==> config.mk <==
export PLATFORM = sky130hd
export DESIGN_NAME = fwd_table_lookup
export DESIGN_NICKNAME = d
export VERILOG_FILES = /design/src/rtl/fwd_pkg.sv /design/src/rtl/rr_arbiter.sv /design/src/rtl/fwd_table_lookup.sv
export SDC_FILE = /design/constraint.sdc
export NUM_CORES = 1
export LEC_CHECK = 0
export CAP_MARGIN = 25
export CORE_MARGIN = 2
export CORE_UTILIZATION = 55
export DETAILED_ROUTE_END_ITERATION = 7
export HOLD_SLACK_MARGIN = 0.08
export MAX_ROUTING_LAYER = met4
export PLACE_DENSITY = 0.7
export SLEW_MARGIN = 40
export SYNTH_ARGS = -nofsm -noshare
export SYNTH_HDL_FRONTEND = slang
export SYNTH_HIERARCHICAL = 1
export SYNTH_SLANG_ARGS = --single-unit
==> constraint.sdc <==
create_clock -name clk -period 11.71 [get_ports clk]
set_input_delay 1.7565 -clock clk [delete_from_list [all_inputs] [get_ports clk]]
set_output_delay 1.7565 -clock clk [all_outputs]
set_load 0.05 [all_outputs]
==> src/rtl/fwd_pkg.sv <==
// Shared types and constants for the forwarding-table lookup block.
package fwd_pkg;

  // Default number of forwarders sharing one lookup engine.
  localparam int IF_COUNT_DEFAULT = 3;

  // Action encoding carried in each table entry and on resp_action.
  localparam logic ACT_DROP = 1'b0;
  localparam logic ACT_FWD  = 1'b1;

  // One forwarding-table entry.
  typedef struct packed {
    logic        valid;
    logic [31:0] prefix;
    logic [5:0]  len;
    logic        action;
    logic [1:0]  out_if;
  } fwd_entry_t;

  typedef enum logic [1:0] {
    ST_IDLE = 2'd0,
    ST_SCAN = 2'd1,
    ST_RESP = 2'd2
  } fsm_state_t;

  // Top `len` bits set. A logical right shift by 32 or more yields zero, so
  // any len above 32 naturally produces the full /32 mask.
  function automatic logic [31:0] prefix_mask(input logic [5:0] len);
    return ~(32'hFFFF_FFFF >> len);
  endfunction

  // Prefix length used for longest-match ranking; anything above 32 acts as 32.
  function automatic logic [5:0] eff_len(input logic [5:0] len);
    return (len > 6'd32) ? 6'd32 : len;
  endfunction

endpackage

==> src/rtl/rr_arbiter.sv <==
// Round-robin arbiter: one-hot grant among N requesters, searching from the
// port after the last one that was accepted.
module rr_arbiter #(
  parameter  int N  = 3,
  localparam int PW = (N > 1) ? $clog2(N) : 1
) (
  input  logic          clk,
  input  logic          reset,
  input  logic [N-1:0]  req,
  input  logic          advance,
  output logic [N-1:0]  grant,
  output logic [PW-1:0] grant_idx
);

  // Index of the highest-priority port for the next grant.
  logic [PW-1:0] ptr_q, ptr_d;

  // Pick the first requester at or after ptr_q, wrapping modulo N.
  always_comb begin
    int   s;
    logic found;
    // NOTE: every output gets a default before the search so no path leaves it unassigned (no latch).
    grant     = '0;
    grant_idx = '0;
    found     = 1'b0;
    s         = 0;
    for (int k = 0; k < N; k++) begin
      s = int'(ptr_q) + k;
      if (s >= N) s = s - N;
      if (!found && req[PW'(s)]) begin
        grant[PW'(s)] = 1'b1;
        grant_idx     = PW'(s);
        found         = 1'b1;
      end
    end
  end

  // Once a grant is accepted, the port after it becomes highest priority.
  always_comb begin
    ptr_d = ptr_q;
    if (advance) begin
      ptr_d = (grant_idx == PW'(N - 1)) ? '0 : grant_idx + PW'(1);
    end
  end

  // Pointer register; reset makes port 0 highest priority.
  always_ff @(posedge clk) begin
    // NOTE: state registers use non-blocking assignments so every flop samples pre-edge values.
    if (reset) ptr_q <= '0;
    else       ptr_q <= ptr_d;
  end

endmodule

==> src/rtl/fwd_table_lookup.sv <==
// Forwarding-table lookup: IF_COUNT forwarders share one engine that scans
// ENTRIES entries one per cycle and returns the longest-prefix match.
// Optional build macro FWD_TABLE_STATS_EN adds saturating hit/miss counters.
module fwd_table_lookup
  import fwd_pkg::*;
#(
  parameter int ENTRIES  = 16,
  parameter int IF_COUNT = IF_COUNT_DEFAULT
) (
  input  logic                       clk,
  input  logic                       reset,
  input  logic [IF_COUNT-1:0]        req_valid,
  input  logic [32*IF_COUNT-1:0]     req_ip,
  output logic [IF_COUNT-1:0]        req_ready,
  output logic [IF_COUNT-1:0]        resp_valid,
  output logic                       resp_hit,
  output logic                       resp_action,
  output logic [1:0]                 resp_out_if,
  output logic [$clog2(ENTRIES)-1:0] resp_index,
  input  logic                       cfg_wr_en,
  input  logic [$clog2(ENTRIES)-1:0] cfg_wr_addr,
  input  logic                       cfg_wr_valid,
  input  logic [31:0]                cfg_wr_prefix,
  input  logic [5:0]                 cfg_wr_len,
  input  logic                       cfg_wr_action,
  input  logic [1:0]                 cfg_wr_out_if
`ifdef FWD_TABLE_STATS_EN
  ,
  output logic [31:0]                stat_hit_count,
  output logic [31:0]                stat_miss_count
`endif
);

  localparam int AW = $clog2(ENTRIES);
  localparam int PW = (IF_COUNT > 1) ? $clog2(IF_COUNT) : 1;

  fsm_state_t    state_q, state_d;
  logic [AW-1:0] idx_q, idx_d;
  logic [31:0]   ip_q, ip_d;
  logic [PW-1:0] port_q, port_d;

  // Best match found so far in the current scan.
  logic          best_hit_q, best_hit_d;
  logic [5:0]    best_len_q, best_len_d;
  logic [AW-1:0] best_idx_q, best_idx_d;
  logic          best_action_q, best_action_d;
  logic [1:0]    best_out_if_q, best_out_if_d;

  // Registered response outputs.
  logic [IF_COUNT-1:0] resp_valid_q, resp_valid_d;
  logic                resp_hit_q, resp_hit_d;
  logic                resp_action_q, resp_action_d;
  logic [1:0]          resp_out_if_q, resp_out_if_d;
  logic [AW-1:0]       resp_index_q, resp_index_d;

  fwd_entry_t table_q [ENTRIES];

  logic [IF_COUNT-1:0] grant;
  logic [PW-1:0]       grant_idx;
  logic                idle;
  logic                handshake;
  logic [31:0]         sel_ip;
  fwd_entry_t          cur;
  logic [5:0]          cur_len;
  logic                cur_match;

  assign idle      = (state_q == ST_IDLE);
  assign req_ready = idle ? grant : '0;
  assign handshake = |(req_valid & req_ready);

  rr_arbiter #(.N(IF_COUNT)) u_arb (
    .clk       (clk),
    .reset     (reset),
    .req       (req_valid),
    .advance   (handshake),
    .grant     (grant),
    .grant_idx (grant_idx)
  );

  // Address of the granted requester, chosen by the one-hot grant.
  always_comb begin
    sel_ip = '0;
    for (int i = 0; i < IF_COUNT; i++) begin
      if (grant[i]) sel_ip = req_ip[i*32 +: 32];
    end
  end

  // Compare the entry under the scan index against the latched address.
  always_comb begin
    cur       = table_q[idx_q];
    cur_len   = eff_len(cur.len);
    cur_match = cur.valid &&
                ((ip_q & prefix_mask(cur.len)) == (cur.prefix & prefix_mask(cur.len)));
  end

  // Next-state logic for the IDLE -> SCAN -> RESP sequence and result capture.
  always_comb begin
    state_d       = state_q;
    idx_d         = idx_q;
    ip_d          = ip_q;
    port_d        = port_q;
    best_hit_d    = best_hit_q;
    best_len_d    = best_len_q;
    best_idx_d    = best_idx_q;
    best_action_d = best_action_q;
    best_out_if_d = best_out_if_q;
    resp_valid_d  = '0;
    resp_hit_d    = resp_hit_q;
    resp_action_d = resp_action_q;
    resp_out_if_d = resp_out_if_q;
    resp_index_d  = resp_index_q;

    case (state_q)
      ST_IDLE: begin
        if (handshake) begin
          ip_d          = sel_ip;
          port_d        = grant_idx;
          idx_d         = '0;
          best_hit_d    = 1'b0;
          best_len_d    = '0;
          best_idx_d    = '0;
          best_action_d = ACT_DROP;
          best_out_if_d = '0;
          state_d       = ST_SCAN;
        end
      end
      ST_SCAN: begin
        // Strictly longer wins, so an equal length keeps the lower index.
        if (cur_match && (!best_hit_q || cur_len > best_len_q)) begin
          best_hit_d    = 1'b1;
          best_len_d    = cur_len;
          best_idx_d    = idx_q;
          best_action_d = cur.action;
          best_out_if_d = cur.out_if;
        end
        if (idx_q == AW'(ENTRIES - 1)) state_d = ST_RESP;
        else                           idx_d   = idx_q + AW'(1);
      end
      ST_RESP: begin
        resp_valid_d  = IF_COUNT'(1) << port_q;
        resp_hit_d    = best_hit_q;
        resp_action_d = best_hit_q ? best_action_q : ACT_DROP;
        resp_out_if_d = best_hit_q ? best_out_if_q : 2'd0;
        resp_index_d  = best_hit_q ? best_idx_q : '0;
        state_d       = ST_IDLE;
      end
      default: state_d = ST_IDLE;
    endcase
  end

  // Control, scan and output registers.
  always_ff @(posedge clk) begin
    if (reset) begin
      state_q       <= ST_IDLE;
      idx_q         <= '0;
      ip_q          <= '0;
      port_q        <= '0;
      best_hit_q    <= 1'b0;
      best_len_q    <= '0;
      best_idx_q    <= '0;
      best_action_q <= ACT_DROP;
      best_out_if_q <= '0;
      resp_valid_q  <= '0;
      resp_hit_q    <= 1'b0;
      resp_action_q <= ACT_DROP;
      resp_out_if_q <= '0;
      resp_index_q  <= '0;
    end else begin
      state_q       <= state_d;
      idx_q         <= idx_d;
      ip_q          <= ip_d;
      port_q        <= port_d;
      best_hit_q    <= best_hit_d;
      best_len_q    <= best_len_d;
      best_idx_q    <= best_idx_d;
      best_action_q <= best_action_d;
      best_out_if_q <= best_out_if_d;
      resp_valid_q  <= resp_valid_d;
      resp_hit_q    <= resp_hit_d;
      resp_action_q <= resp_action_d;
      resp_out_if_q <= resp_out_if_d;
      resp_index_q  <= resp_index_d;
    end
  end

  // Table storage: writes land on the next edge, so an in-flight compare
  // always sees the pre-write contents of its entry.
  always_ff @(posedge clk) begin
    if (reset) begin
      // NOTE: only the valid bits are reset; prefix/len/action/out_if are don't-care while invalid.
      for (int i = 0; i < ENTRIES; i++) table_q[i].valid <= 1'b0;
    end else if (cfg_wr_en) begin
      table_q[cfg_wr_addr] <= '{valid:  cfg_wr_valid,
                                prefix: cfg_wr_prefix,
                                len:    cfg_wr_len,
                                action: cfg_wr_action,
                                out_if: cfg_wr_out_if};
    end
  end

  assign resp_valid  = resp_valid_q;
  assign resp_hit    = resp_hit_q;
  assign resp_action = resp_action_q;
  assign resp_out_if = resp_out_if_q;
  assign resp_index  = resp_index_q;

`ifdef FWD_TABLE_STATS_EN
  logic [31:0] stat_hit_count_q, stat_hit_count_d;
  logic [31:0] stat_miss_count_q, stat_miss_count_d;

  // One count per completed lookup, saturating at all-ones.
  always_comb begin
    stat_hit_count_d  = stat_hit_count_q;
    stat_miss_count_d = stat_miss_count_q;
    if (state_q == ST_RESP) begin
      if (best_hit_q) begin
        if (stat_hit_count_q != 32'hFFFF_FFFF) stat_hit_count_d = stat_hit_count_q + 32'd1;
      end else begin
        if (stat_miss_count_q != 32'hFFFF_FFFF) stat_miss_count_d = stat_miss_count_q + 32'd1;
      end
    end
  end

  // Counter registers.
  always_ff @(posedge clk) begin
    if (reset) begin
      stat_hit_count_q  <= '0;
      stat_miss_count_q <= '0;
    end else begin
      stat_hit_count_q  <= stat_hit_count_d;
      stat_miss_count_q <= stat_miss_count_d;
    end
  end

  assign stat_hit_count  = stat_hit_count_q;
  assign stat_miss_count = stat_miss_count_q;
`else
  // Default build carries no statistics counters.
`endif

endmodule

## Yosys cells after proc, flatten, opt, wreduce, memory -nomap -nowiden

Memory sizes are Yosys's and may differ from the RTL's. A register that Yosys moved wholly into a read port is not among the register bits.
Cells that the tools add are included.

- Input port bits: 148
- Logic and storage cells: 136
- Register bits after elaboration: 67
- Memory bits (writable): 672
- Output and inout bits: 14
- Memories kept: 1

Memory list:

| memory | words | bits a word | read ports | clocked after memory_dff | wr ports | RTL line | text |
|---|---|---|---|---|---|---|---|
| table_q | 16 | 42 | 1 | 1 | 16 | fwd_table_lookup.sv:56 | `fwd_entry_t table_q [ENTRIES];` |

- Shift-type cells: 2
- Equal/unequal tests: 9
- Reduce and logical (&&, ||, !) cells: 20
- Bitwise gates (word level): 7
- Muxes and demuxes: 64
- $add $sub $neg: 7
- $lt $le $gt $ge: 11

Operator list:

| operator | number |
|---|---|
| two-way mux 32 bit | 3 |
| AND 32 bit | 2 |
| two-way mux 42 bit | 1 |
| OR reduction 42 bit | 1 |
| equality test 32 bit | 1 |
| inverter 32 bit | 1 |
| >> shifter 32 x 6 -> 32 bit (first input constant) | 1 |
| two-way mux 4 bit | 7 |
| two-way mux 2 bit | 13 |
| two-way mux 1 bit | 20 |
| two-way mux 6 bit | 3 |
| case mux 4 bit (2 select lines) | 2 |
| < comparator 2 x 4 -> 1 bit (second input constant) | 3 |
| two-way mux 3 bit | 4 |
| case mux 6 bit (2 select lines) | 1 |
| case mux 2 bit (2 select lines) | 2 |
| logical AND 1 bit | 7 |
| binary-select mux 1 bit (select 2 bit) | 3 |
| demux 1 bit (select 2 bit) | 3 |
| greater-or-equal comparator 2 x 1 -> 1 bit (second input constant) | 3 |
| greater-or-equal comparator 3 x 2 -> 1 bit (second input constant) | 2 |
| greater-than comparator 6 bit | 1 |
| greater-than comparator 6 bit (second input constant) | 1 |
| != test 2 bit (second input constant) | 3 |
| other kinds (24) | 32 |

## Logic depth before layout (Yosys ltp)

- Word-level depth: 19
- Depth in mapped cells: 21
- Depth with buffers taken out: 15

## Modules after synthesis

Netlist, hierarchy kept.

By module, submodules not included:

| module | seq. area each (um2) | area each (um2) | times used | cells each |
|---|---|---|---|---|
| fwd_table_lookup | 21560.7 | 29802.3 | 1 | 1606 |
| rr_arbiter | 40.0 | 334.1 | 1 | 46 |

## Worst setup path before layout

OpenSTA, ideal clock, no wires.

- Path kind: in2reg
- Start point: in reset
- End point: mem table_q[0][41] in the netlist's numbering, enable pin
- Setup slack: 5698 ps
- Stages: 5
- Data required time: 11406 ps
- Path buffers: 1
- Arrival time: 5707 ps
- Setup time: 304 ps
- Cell sequence: clkbuf_1 > nand2b_1 > or3_1 > nor3_1 > or2_2

RTL lines:

| item | RTL line | text |
|---|---|---|
| start: declaration | fwd_table_lookup.sv:11 | `input logic reset,` |
| end: declaration | fwd_table_lookup.sv:56 |  |

## Worst setup path after layout

- Start point: in req_valid[1]
- End point: out req_ready[0]

- Longest elaborated chain between the ends: 11
- Elaborated cells between the ends (all ways): 21
- Classes of those cells: mux (15); bitwise (2); reduce/logical (4)

Ends and longest elaborated chain:

| item | RTL line | text |
|---|---|---|
| start: declaration | fwd_table_lookup.sv:12 | `input logic [IF_COUNT-1:0] req_valid,` |
| binary-select mux 1 bit (select 2 bit) | rr_arbiter.sv:30 | `if (!found && req[PW'(s)]) begin` |
| two-way mux 1 bit (not written as such) (2 in a row) | rr_arbiter.sv:30 |  |
| two-way mux 1 bit | rr_arbiter.sv:30 |  |
| zero test 1 bit | rr_arbiter.sv:30 |  |
| logical AND 1 bit | rr_arbiter.sv:30 |  |
| two-way mux 1 bit | rr_arbiter.sv:30 |  |
| zero test 1 bit | rr_arbiter.sv:30 |  |
| logical AND 1 bit | rr_arbiter.sv:30 |  |
| two-way mux 3 bit (*) | rr_arbiter.sv:30 |  |
| net grant[0] | fwd_table_lookup.sv:58 | `logic [IF_COUNT-1:0] grant;` |
| two-way mux 3 bit (*) | fwd_table_lookup.sv:68 | `assign req_ready = idle ? grant : '0;` |
| end: declaration | fwd_table_lookup.sv:14 | `output logic [IF_COUNT-1:0] req_ready,` |

Mark *: on every way through the listed nets, which the timed path passes. The rest lies on a longest branch. The select of a mux whose other input is x is not followed.

==> results.yml <==
run_status:
  status: "completed"
clocking:
  cts_buffers: 73
  cts.clk_slew.worst_paths_ns: 0.06
  ctsResizeCount: 0
  clockBufferDepth: 3
  root_buffer: "clkbuf_16"
  clock_sinks: 743
  cts_tree: "done"
  ctsHoldBuffers: 0
  htreeDepth: 3
  post_cts_buffers: 0
  clock_latency_ns: 0.60
place:
  gp_congestion: 0.8673
  io_buffers: 161
  dp_slack_ns: 5.747
  dp_hpwl_um: 37570
  dp.cells: 2442
  dpl_cell_area_um2: 32550
power:
  p_leak_nw: 10.88
  vdd_drop_max_mv: 0.1447
  p_clk_frac: 0.346
  swShare: 0.2640
  p_comb_frac: 0.200
  power_w: 0.006667
  p_per_area_nw_per_um2: 190.6
  pwr-share-seq: 0.455
  intPower_w: 0.004907
  net-switching-power_w: 0.001760
route:
  drc_errors: 0
  drtIter0Drc: 1706
  viasPerCell: 6.230
  vias: 16050
  drt_wl_total_um: 71000
  ant_nets: 0
  first_pass_iters: 5
  routedWlPerCell_um: 27.56
floorplan:
  rows: 85
  die_h_um: 238.1
  fp.coreArea_um2: 54030
  num_io_pins: 162
  die_w_um: 238.1
  die_area_um2: 56680
  initial_utilization: 0.5578
synth:
  ys_ff_latch: 743
  yosys.area.top_type_share: 0.6696
  syn-num-nets: 1811
  netlist_instances: 1652
  ys.flop_type: "edfxtp_1"
  mappedNetlistArea_um2: 30140
  ys_warn_count: 6
  synthArstFlopShare: 0
  syn_avg_cell_area_um2: 18.24
  yosysTopAreaCell: "edfxtp_1"
  synth_cell_type_count: 69
  synth_area_leaders: "edfxtp_1, mux4_2, dfxtp_1"
  synth-edff-count: 672
  seq_area_frac_synth: 0.7168
timing:
  fin_tns_setup_ns: 0
  slew_viol_final: 0
  fmaxAchievable_mhz: 166.4
  relSlewSlack: 0.4596
  setup_slack_ns: 5.699
  worst_slew_pin_slew_ns: 0.8106
  period_needed_ns: 6.011
  skew_ns: 0.01500
  setup_viol: 0
  fin_crit_sh: 0.5133
  hold_viol: 0
  grt_setup_unrepaired: "false"
global_route:
  grtUsageTotal: 0.2651
  first_global_vias: 16360
  grt_overflow: 0
  grt_max_degree: 99
  antenna_found_initial: 3
  grt_pass1_wl_um: 105000
critical_path:
  required_ns: 9.95
  worstSetupPathType: "input port to primary output"
  worstPathMaxFanout: 7
  cp.arrival_ns: 4.25
  r2r_slack_ns: 6.19
  start_kind: "input port"
  crit_path_end_kind: "primary output"
finish:
  fin_area_um2: 34980
  nFillCells: 3665
  finalNonFillerCells: 2576
  final_layout_size_suffix_gt1_frac: 0.1950
  nets: 1982
  syn2layout_area_growth_pct: 16.07
run:
  drv_cap: 0
hold_path:
  hp-class: "register to register"
[final timing paths]
check | depth (start not counted) | from | endpoint
worst min register to register | 2 | resp_action$_SDFFE_PP0N_ | resp_action$_SDFFE_PP0N_
worst min-delay path | 2 | resp_action$_SDFFE_PP0N_ | resp_action$_SDFFE_PP0N_
worst max-delay path | 7 | req_valid[1] | req_ready[0]
worst max register to register | 15 | register | best_out_if_q[0]$_SDFFE_PP0P_
[routing by layer]
metal  vias up  GRT usage  part of all wire  wire, um
met5         -          -                 0         0
met4         0    0.07727             0.021      1520
met3        92    0.03864             0.066      4710
met2       632     0.4153              0.49     34830
met1      8376     0.3691              0.42     29940
li1       6948          -                 -         -
[kinds of logic (layout without fill, tap and decap cells)]
family	Yosys count	after routing	share of synthesized area
xor gates and xnor gates	35	35	0.01017
DFF	743	743	0.7168
adders and majority gates	12	12	0.004899
and+or+nand+nor	318	318	0.05015
muxes	255	255	0.1613
buffers and inverters	109	334	0.01872
other	0	3	0
AOI/OAI and AO/OA	180	180	0.03803
[per-stage QoR]
stage                     utilization  hold WS, ns
after floorplan                     -       0.4347
after global placement         0.6006       0.4441
after detailed placement       0.6025       0.4517
after CTS                      0.6460       0.4604
after global routing           0.6474       0.4784
final                          0.6474       0.4573
[cell type report]
class	instances	area [um^2]	area share
sequential	743	21620	0.6180
clock buffer	96	2041	0.05834
multi-input combinational	800	8100	0.2316
inverter	14	52.55	0.001502
tap	696	870.8	0.02490
timing repair buffer	191	1981	0.05662
clock inverter	33	310.3	0.008871
antenna	3	7.507	0.0002146
[power by group through the flow]
| stage | clock network [W] | logic [W] | registers [W] |
|---|---|---|---|
| global placement | 0 | 0.00124 | 0.00312 |
| floorplan | 0 | 0.000941 | 0.00306 |
| finish | 0.00231 | 0.00133 | 0.00303 |
| detailed placement | 0 | 0.00131 | 0.00309 |
| global route | 0.00244 | 0.00144 | 0.00304 |
| CTS | 0.00234 | 0.00131 | 0.00303 |
[synthesized netlist by cell type, types with 11 or more instances]
| cell type | count |
|---|---|
| or2_2 | 17 |
| and2_1 | 21 |
| edfxtp_1 | 672 |
| ha_1 | 11 |
| xor2_1 | 14 |
| nand2_1 | 58 |
| nand2b_1 | 15 |
| buf_2 | 27 |
| nand3_1 | 21 |
| xnor2_1 | 21 |
| buf_1 | 11 |
| nor2_1 | 135 |
| mux4_2 | 184 |
| clkbuf_1 | 37 |
| mux2i_1 | 67 |
| a22oi_1 | 34 |
| inv_1 | 13 |
| nor2b_1 | 12 |
| dfxtp_1 | 71 |
| a21oi_1 | 93 |
[state kept, by name, summed over array words and instances (netlist names), 2 cells and up, named ones only]
register       count
best_out_if_q      2
port_q             2
best_idx_q         4
idx_q              4
table_q          672
resp_index         4
resp_out_if        2
best_len_q         6
ip_q              32
resp_valid         3
u_arb/ptr_q        2
state_q            2
[cell usage in the layout, fill, tap and decap left out, types with 4 or more instances in the layout]
master and n:
edfxtp_1 672, bufinv_16 6, nand2_1 58, nor2b_1 11
ha_1 11, and2_1 21, mux2i_1 67, a21o_1 6
nor3_2 4, clkinv_2 9, a22oi_1 34, a21oi_1 93
dfxtp_4 4, nor2_1 121, o21ai_0 8, o211ai_1 5
a31oi_1 5, buf_4 6, nand3_1 21, buf_6 19
clkbuf_1 17, nor3_1 6, clkinv_1 15, dfxtp_1 67
nor2_4 13, nand4_1 5, clkbuf_16 79, or2_2 17
nand3b_1 5, inv_1 13, mux4_2 184, clkdlybuf4s50_1 160
nand2b_1 15, mux2_2 4, xnor2_1 21, xor2_1 14
[worst max-delay path, cell delays in order]
cell and delay, ns:
clkdlybuf4s50_1 0.62, mux2i_1 0.17, o21ai_0 0.32, a31oi_1 0.09, a21oi_1 0.29, and2_1 0.20, clkdlybuf4s50_1 0.81
No activity file was read; power rests on OpenSTA's default activity.
